[src/rtl/prog_encoder.sv]
// -----------------------------------------------------------------------------
// prog_encoder
//
// Sequential RV32I instruction encoder and program writer. One symbolic
// instruction (mnemonic, register indices, immediate) is accepted per
// handshake, range-checked, packed into its 32-bit machine word and written
// into instruction memory at an auto-incrementing word address.
//
// Ports
//   clk        clock, all state changes on the rising edge
//   rst        synchronous active-high reset
//   in_valid   instruction fields valid
//   in_ready   encoder can accept fields this cycle (IDLE only)
//   in_last    accompanying instruction is the final one of the program
//   mnem       0 ADD,1 SUB,2 AND,3 OR,4 ADDI,5 SLLI,6 XORI,7 SRLI,8 ANDI,
//              9 LUI,10 AUIPC,11 LW,12 SW,13 BEQ,14 BNE,15 JAL,16 JALR
//   rd/rs1/rs2 register indices
//   imm        signed immediate (LUI/AUIPC: 20-bit upper value, right-aligned)
//   mem_we     instruction-memory write strobe (one cycle per word)
//   mem_addr   word address of the write
//   mem_wdata  encoded instruction word
//   count      number of words issued to memory
//   err        sticky: at least one instruction was rejected
//   done       program complete or memory full; left only through rst
// -----------------------------------------------------------------------------
module prog_encoder #(
    parameter int ADDR_WIDTH = 8
) (
    input  logic                  clk,
    input  logic                  rst,
    input  logic                  in_valid,
    output logic                  in_ready,
    input  logic                  in_last,
    input  logic [4:0]            mnem,
    input  logic [4:0]            rd,
    input  logic [4:0]            rs1,
    input  logic [4:0]            rs2,
    input  logic [31:0]           imm,
    output logic                  mem_we,
    output logic [ADDR_WIDTH-1:0] mem_addr,
    output logic [31:0]           mem_wdata,
    output logic [ADDR_WIDTH:0]   count,
    output logic                  err,
    output logic                  done
);

    localparam logic [1:0] S_IDLE  = 2'd0;
    localparam logic [1:0] S_WRITE = 2'd1;
    localparam logic [1:0] S_DONE  = 2'd2;

    localparam logic [6:0] OP_R      = 7'h33;
    localparam logic [6:0] OP_IMM    = 7'h13;
    localparam logic [6:0] OP_LOAD   = 7'h03;
    localparam logic [6:0] OP_STORE  = 7'h23;
    localparam logic [6:0] OP_BRANCH = 7'h63;
    localparam logic [6:0] OP_LUI    = 7'h37;
    localparam logic [6:0] OP_AUIPC  = 7'h17;
    localparam logic [6:0] OP_JAL    = 7'h6F;
    localparam logic [6:0] OP_JALR   = 7'h67;

    // Count value reached after the last free word has been written.
    localparam logic [ADDR_WIDTH:0] FULL_COUNT = {1'b1, {ADDR_WIDTH{1'b0}}};

    logic [1:0]  state;
    logic        last_q;
    logic [31:0] enc_word;
    logic        enc_legal;

    // Range checks expressed as "upper bits are a pure sign extension".
    logic fits_i, fits_b, fits_j, fits_shamt, fits_u;

    assign fits_i     = (&imm[31:11]) | ~(|imm[31:11]);
    assign fits_b     = ((&imm[31:12]) | ~(|imm[31:12])) & ~imm[0];
    assign fits_j     = ((&imm[31:20]) | ~(|imm[31:20])) & ~imm[0];
    assign fits_shamt = ~(|imm[31:5]);
    assign fits_u     = ~(|imm[31:20]);

    // NOTE: every output of this always_comb gets a default before the case,
    // so no path leaves a value unassigned and no latch is inferred.
    always_comb begin
        enc_word  = '0;
        enc_legal = 1'b0;
        case (mnem)
            5'd0: begin  // ADD
                enc_word  = {7'h00, rs2, rs1, 3'd0, rd, OP_R};
                enc_legal = 1'b1;
            end
            5'd1: begin  // SUB
                enc_word  = {7'h20, rs2, rs1, 3'd0, rd, OP_R};
                enc_legal = 1'b1;
            end
            5'd2: begin  // AND
                enc_word  = {7'h00, rs2, rs1, 3'd7, rd, OP_R};
                enc_legal = 1'b1;
            end
            5'd3: begin  // OR
                enc_word  = {7'h00, rs2, rs1, 3'd6, rd, OP_R};
                enc_legal = 1'b1;
            end
            5'd4: begin  // ADDI
                enc_word  = {imm[11:0], rs1, 3'd0, rd, OP_IMM};
                enc_legal = fits_i;
            end
            5'd5: begin  // SLLI
                enc_word  = {7'h00, imm[4:0], rs1, 3'd1, rd, OP_IMM};
                enc_legal = fits_shamt;
            end
            5'd6: begin  // XORI
                enc_word  = {imm[11:0], rs1, 3'd4, rd, OP_IMM};
                enc_legal = fits_i;
            end
            5'd7: begin  // SRLI
                enc_word  = {7'h00, imm[4:0], rs1, 3'd5, rd, OP_IMM};
                enc_legal = fits_shamt;
            end
            5'd8: begin  // ANDI
                enc_word  = {imm[11:0], rs1, 3'd7, rd, OP_IMM};
                enc_legal = fits_i;
            end
            5'd9: begin  // LUI
                enc_word  = {imm[19:0], rd, OP_LUI};
                enc_legal = fits_u;
            end
            5'd10: begin  // AUIPC
                enc_word  = {imm[19:0], rd, OP_AUIPC};
                enc_legal = fits_u;
            end
            5'd11: begin  // LW
                enc_word  = {imm[11:0], rs1, 3'd2, rd, OP_LOAD};
                enc_legal = fits_i;
            end
            5'd12: begin  // SW
                enc_word  = {imm[11:5], rs2, rs1, 3'd2, imm[4:0], OP_STORE};
                enc_legal = fits_i;
            end
            5'd13: begin  // BEQ
                enc_word  = {imm[12], imm[10:5], rs2, rs1, 3'd0,
                             imm[4:1], imm[11], OP_BRANCH};
                enc_legal = fits_b;
            end
            5'd14: begin  // BNE
                enc_word  = {imm[12], imm[10:5], rs2, rs1, 3'd1,
                             imm[4:1], imm[11], OP_BRANCH};
                enc_legal = fits_b;
            end
            5'd15: begin  // JAL
                enc_word  = {imm[20], imm[10:1], imm[11], imm[19:12], rd, OP_JAL};
                enc_legal = fits_j;
            end
            5'd16: begin  // JALR
                enc_word  = {imm[11:0], rs1, 3'd0, rd, OP_JALR};
                enc_legal = fits_i;
            end
            default: begin
                enc_word  = '0;
                enc_legal = 1'b0;
            end
        endcase
    end

    // NOTE: sequential state uses non-blocking assignments only, so every
    // register samples the pre-edge values regardless of statement order.
    always_ff @(posedge clk) begin
        if (rst) begin
            state     <= S_IDLE;
            last_q    <= 1'b0;
            mem_addr  <= '0;
            mem_wdata <= '0;
            count     <= '0;
            err       <= 1'b0;
        end else begin
            case (state)
                S_IDLE: begin
                    if (in_valid) begin
                        if (enc_legal) begin
                            // Address and word are captured now so they are
                            // stable for the whole WRITE cycle and then hold.
                            mem_addr  <= count[ADDR_WIDTH-1:0];
                            mem_wdata <= enc_word;
                            count     <= count + 1'b1;
                            last_q    <= in_last;
                            state     <= S_WRITE;
                        end else begin
                            err <= 1'b1;
                            if (in_last) begin
                                state <= S_DONE;
                            end
                        end
                    end
                end
                S_WRITE: begin
                    // count already includes the word being written.
                    if (last_q || (count == FULL_COUNT)) begin
                        state <= S_DONE;
                    end else begin
                        state <= S_IDLE;
                    end
                end
                S_DONE: begin
                    state <= S_DONE;
                end
                default: begin
                    state <= S_IDLE;
                end
            endcase
        end
    end

    // The strobe is qualified by rst so a reset landing in the WRITE cycle
    // keeps the pending word out of memory.
    assign mem_we   = (state == S_WRITE) && !rst;
    assign in_ready = (state == S_IDLE);
    assign done     = (state == S_DONE);

endmodule

[config.mk]
export PLATFORM = sky130hd
export DESIGN_NAME = prog_encoder
export DESIGN_NICKNAME = d
export VERILOG_FILES = /design/src/rtl/prog_encoder.sv
export SDC_FILE = /design/constraint.sdc
export NUM_CORES = 1
export LEC_CHECK = 0
export ABC_AREA = 1
export BUFFER_PORTS_ARGS = -buffer_cell sky130_fd_sc_hd__buf_4
export CAP_MARGIN = 20
export CORE_ASPECT_RATIO = 0.6
export CORE_MARGIN = 3
export CORE_UTILIZATION = 50
export DETAILED_ROUTE_END_ITERATION = 6
export PLACE_DENSITY = 0.9
export SYNTH_ARGS = -nofsm -noshare
export SYNTH_HDL_FRONTEND = slang
export SYNTH_SLANG_ARGS = --single-unit
[constraint.sdc]
create_clock -name clk -period 2.03 [get_ports clk]
set_input_delay 0.203 -clock clk [delete_from_list [all_inputs] [get_ports clk]]
set_output_delay 0.203 -clock clk [all_outputs]
set_load 0.01 [all_outputs]
Word-level counts from Yosys, hierarchy flattened. Index checks and enable logic that the tools add are counted.

Input bits: 56. Word-level logic and storage cells: 66. Bits in registers: 53. Output and inout port bits: 53.

Bitwise logic cells: 11. Reduce and logical (&&, ||, !) cells: 20. Equality and inequality tests: 21. $add $sub $neg: 1. Multiplexer cells: 7.

Operators with widths (number): case mux 32 bit (17 select lines) (1); equality test 5 x 4 -> 1 bit (second input constant) (8); OR reduction 27 bit (1); AND reduction 21 bit (1); OR reduction 21 bit (1); equality test 5 x 3 -> 1 bit (second input constant) (4); AND reduction 20 bit (1); OR reduction 20 bit (1); AND reduction 12 bit (1); OR reduction 12 bit (1); equality test 5 x 2 -> 1 bit (second input constant) (2); adder 9 x 1 -> 9 bit (second input constant) (1); equality test 9 bit (second input constant) (1); 2-to-1 mux 2 bit (4); inverter 1 bit (6); case mux 1 bit (6 select lines) (1); case mux 2 bit (3 select lines) (1); AND reduction 3 bit (2); OR reduction 2 bit (3); OR reduction 6 bit (1); equality test 5 x 1 -> 1 bit (second input constant) (1); equality test 5 bit (second input constant) (1); zero test 5 bit (1); OR reduction 4 bit (1); 11 further kinds (14).

Depth between registers and ports, before layout.
Depth in word-level cells: 8. Gate-level depth with buffers: 14.

Least setup slack after synthesis. Ideal clock, no wire load.

Kind: input-to-reg. Start point: in mnem[1]. End point: reg count[6]. Cell stages on the path: 13. Setup slack: 345 ps. Data required time: 1898 ps. Arrival time: 1552 ps. Path buffers: 3. Setup time: 132 ps. Cell sequence: buf_2 -> nor2_1 -> nand3_2 -> nand2_1 -> inv_1 -> nand3_1 -> nand2_1 -> nand3_2 -> nand2_1 -> buf_4 -> buf_6 -> nand2_1 -> a21oi_1.

Word-level cells in the longest chain between the ends: 4.

Ends and longest elaborated chain: from (decl) (line 34) `input logic [4:0] mnem,`; equality test 5 bit (tied with other cells) (line 83) `case (mnem)`; OR reduction 6 bit (no source line) (tied with other cells); case mux 1 bit (6 select lines) (*) (line 83); AND reduction 3 bit (no source line) (*); to (signal assigned) (line 180) `count <= count + 1'b1;`; to (decl) (line 42) `output logic [ADDR_WIDTH:0] count,`.

Mark *: on every way between the ends. The rest lies on a longest branch, timed or not. A chain may end at the register's enable or synchronous reset.

Worst setup path after layout.
Start point: reg count[0]. End point: reg count[8].

Word-level cells in the longest chain between the ends: 1.

Ends and longest elaborated chain (line): adder 9 x 1 -> 9 bit (180).

Every way passes these cells.

==> impl_metrics.tcl <==
set metrics [dict create \
    die_w_um 106.8 \
    crit_path_end "count[8]$_SDFFE_PP0P_" \
    reg2reg_depth 7 \
    worst_slew_pin_slew_ns 0.5099 \
    grt_pass1_wl_um 16070 \
    vias 3719 \
    clock-sinks 52 \
    critPathLaunchType "flip-flop" \
    arrival_ns 1.99 \
    io_buffer_count 108 \
    wire_per_inst_um 15.18 \
    grt_max_degree 52 \
    hold_path_class "in2reg" \
    setup_violations 0 \
    reg2reg_to "count[8]$_SDFFE_PP0P_" \
    drt_first_iter_violations 349 \
    layout.nets 648 \
    multiInputGateArea_mm2 0.001760 \
    setup_ws_ns 0.2838 \
    slew_violations 0 \
    cp_max_fo 5 \
    area_growth_pct 31.87 \
    cts_hold_buf 0 \
    slew_headroom_pct 66.01 \
    n_fill_cell 514 \
    rrSetupSlack_ns 0.28 \
    die-area_mm2 0.007097 \
    cts_root_buffer "clkbuf_8" \
    rsz0062_at_grt "no" \
    die_h_um 66.47 \
    ioPinCount 109 \
    power-per-cell-area_mw_per_mm2 507.3 \
    grt_usage_pct 28.84 \
    synth_area_leaders "dfxtp_1 (34%), nand2_1 (20%), nand3_1 (13%)" \
    cp-end-kind "flip-flop" \
    cp.required_ns 2.27 \
    drive_gt1_share_pct 23.18 \
    path_class "reg2reg" \
    synthCells 491 \
    max_freq_mhz 572.7 \
    worstSetupStartpoint "count[0]$_SDFFE_PP0P_" \
    cts_tree "done" \
    routabilityCongestion 1.025 \
    yosysSeqAreaShare_pct 34.17 \
    post_cts_buffers 0 \
    synth_cell_type_count 30 \
    vdd_drop_max_uv 333.6 \
    clk_path_buf_depth 2 \
    dr.pass1.iters 6 \
    drtAntennaViolNets 0 \
    numCtsBuffers 5 \
    finalSetupTns_ns 0 \
    min_period_ns 1.746 \
    ys_warn_count 0 \
    antenna_found_initial 0 \
    clk_latency_ns 0.31 \
    clk_pin_slew_worst_paths_ns 0.10 \
    post-synth-top-area-cell "dfxtp_1" \
    whs_ns 0.2044 \
    dp_slack_ns 0.08168 \
    hpwl_um 7879 \
    syn_area_per_cell_um2 6.205 \
    grt_overflow 0 \
    seq_area_mm2 0.001041 \
    htree_levels 2 \
    num_antenna_cells 0 \
    r2r_start "count[0]$_SDFFE_PP0P_" \
    period_share_pct 86.02 \
    hold_viol_final 0 \
    clock_skew_ns 0.006764 \
    rows 21 \
    synth_top_area_share_pct 34.17 \
    start_util_pct 53.19 \
    cts_resized 0 \
    syn_nets 549 \
    grt_pass1_vias 3211 \
    run_status "finished, final reports clean" \
    drt-total-wl_um 10190 \
    maxCapViolations 0 \
    via_per_inst 5.542 \
    route.detailed.drc 0 \
    netlist_area_mm2 0.003047 \
    total_leakage_power_nw 1.830 \
    coreArea_mm2 0.005728 \
    ys_ff_latch 52 \
]
-- worst max-delay path: stages, from the launching register on --
cell	delay (ns)
dfxtp_1	0.42
ha_1	0.30
nand2_1	0.10
nor3_1	0.34
nand3_1	0.14
xnor2_1	0.15
nand3_1	0.08
a21oi_1	0.15
-- how the worst min path moves through the flow --
stage                             startpoint                        to  slack (ns)  depth (start not counted)
floorplan                            in_last       last_q$_SDFFE_PP0P_        0.37                          2
global placement    mem_addr[6]$_SDFFE_PP0P_  mem_addr[6]$_SDFFE_PP0P_        0.45                          2
detailed placement  mem_addr[5]$_SDFFE_PP0P_  mem_addr[5]$_SDFFE_PP0P_        0.46                          2
CTS                                  in_last       last_q$_SDFFE_PP0P_        0.20                          3
global route                         in_last       last_q$_SDFFE_PP0P_        0.21                          3
finish                               in_last       last_q$_SDFFE_PP0P_        0.20                          3
-- layout by cell type (no fill, tap or decap), types with 3 or more instances in the layout --
| master | netlist | final |
|---|---|---|
| dfxtp_1 | 52 | 52 |
| a21oi_1 | 54 | 54 |
| inv_1 | 25 | 25 |
| buf_4 | 3 | 118 |
| xnor2_1 | 3 | 3 |
| nand3_1 | 78 | 78 |
| nand3_2 | 3 | 3 |
| clkbuf_8 | 0 | 5 |
| o21ai_0 | 3 | 3 |
| nor2_1 | 43 | 43 |
| nand2_1 | 165 | 165 |
| nor3_1 | 7 | 7 |
| xor2_1 | 4 | 4 |
| nand4_1 | 7 | 7 |
| nand3b_1 | 3 | 3 |
-- cells by family after synthesis --
| kind of cell | Yosys count | synth area share, % |
|---|---|---|
| flops | 52 | 34.17 |
| buf+inv | 55 | 8.214 |
| compound gates | 63 | 10.76 |
| simple gates | 312 | 44.02 |
| xor+xnor | 7 | 2.012 |
| fa+ha+maj | 2 | 0.8212 |
-- cell type report --
class | count | area share [%]
multi-input combinational | 384 | 43.82
sequential | 52 | 25.91
timing repair buffer | 120 | 23.05
inverter | 27 | 2.523
tap | 80 | 2.491
clock buffer | 6 | 1.806
clock inverter | 2 | 0.4049
-- metal layers --
layer	track usage (%)	share of wire (%)	vias to the layer above
met5	0	0	-
met4	6.061	0.91	0
met3	8.616	11	12
met2	41.46	41	198
met1	42.31	47	1710
li1	-	-	1799
-- power by group --
part           internal (mW)  total [mW]  switching (mW)
logic                  0.162       0.401           0.239
registers               1.03        1.04         0.00981
clock network          0.246       0.595           0.349
-- flip-flops by register name, summed over array words and instances (netlist names) --
name       count
state          2
count          9
last_q         1
mem_wdata     31
mem_addr       8
err            1
-- stage by stage --
stage,power (mW),area (µm²),util [%],cells
final,2.038,4018,70.14,671
after floorplan,1.260,3047,-,491
after global placement,1.454,3929,68.59,663
after CTS,2.030,4018,70.14,671
after global routing,2.124,4018,70.14,671
after detailed placement,1.457,3929,68.59,663
-- cell usage after synthesis --
master	number
o2111ai_1	1
o21ai_0	3
inv_1	25
nand4_1	7
a21boi_1	1
nor3_1	7
and2_1	1
nand3b_1	3
nand2_2	1
o21ai_1	1
nor2_2	2
dfxtp_1	52
or2_2	1
a211oi_1	1
buf_6	3
nand3_1	78
a31oi_1	1
inv_2	2
buf_2	8
nor3b_1	1
ha_1	2
nand3_2	3
o211ai_1	1
xnor2_1	3
nand2_1	165
buf_4	3
nor2_1	43
clkbuf_1	14
xor2_1	4
a21oi_1	54
(Power assumes the default switching activity.)
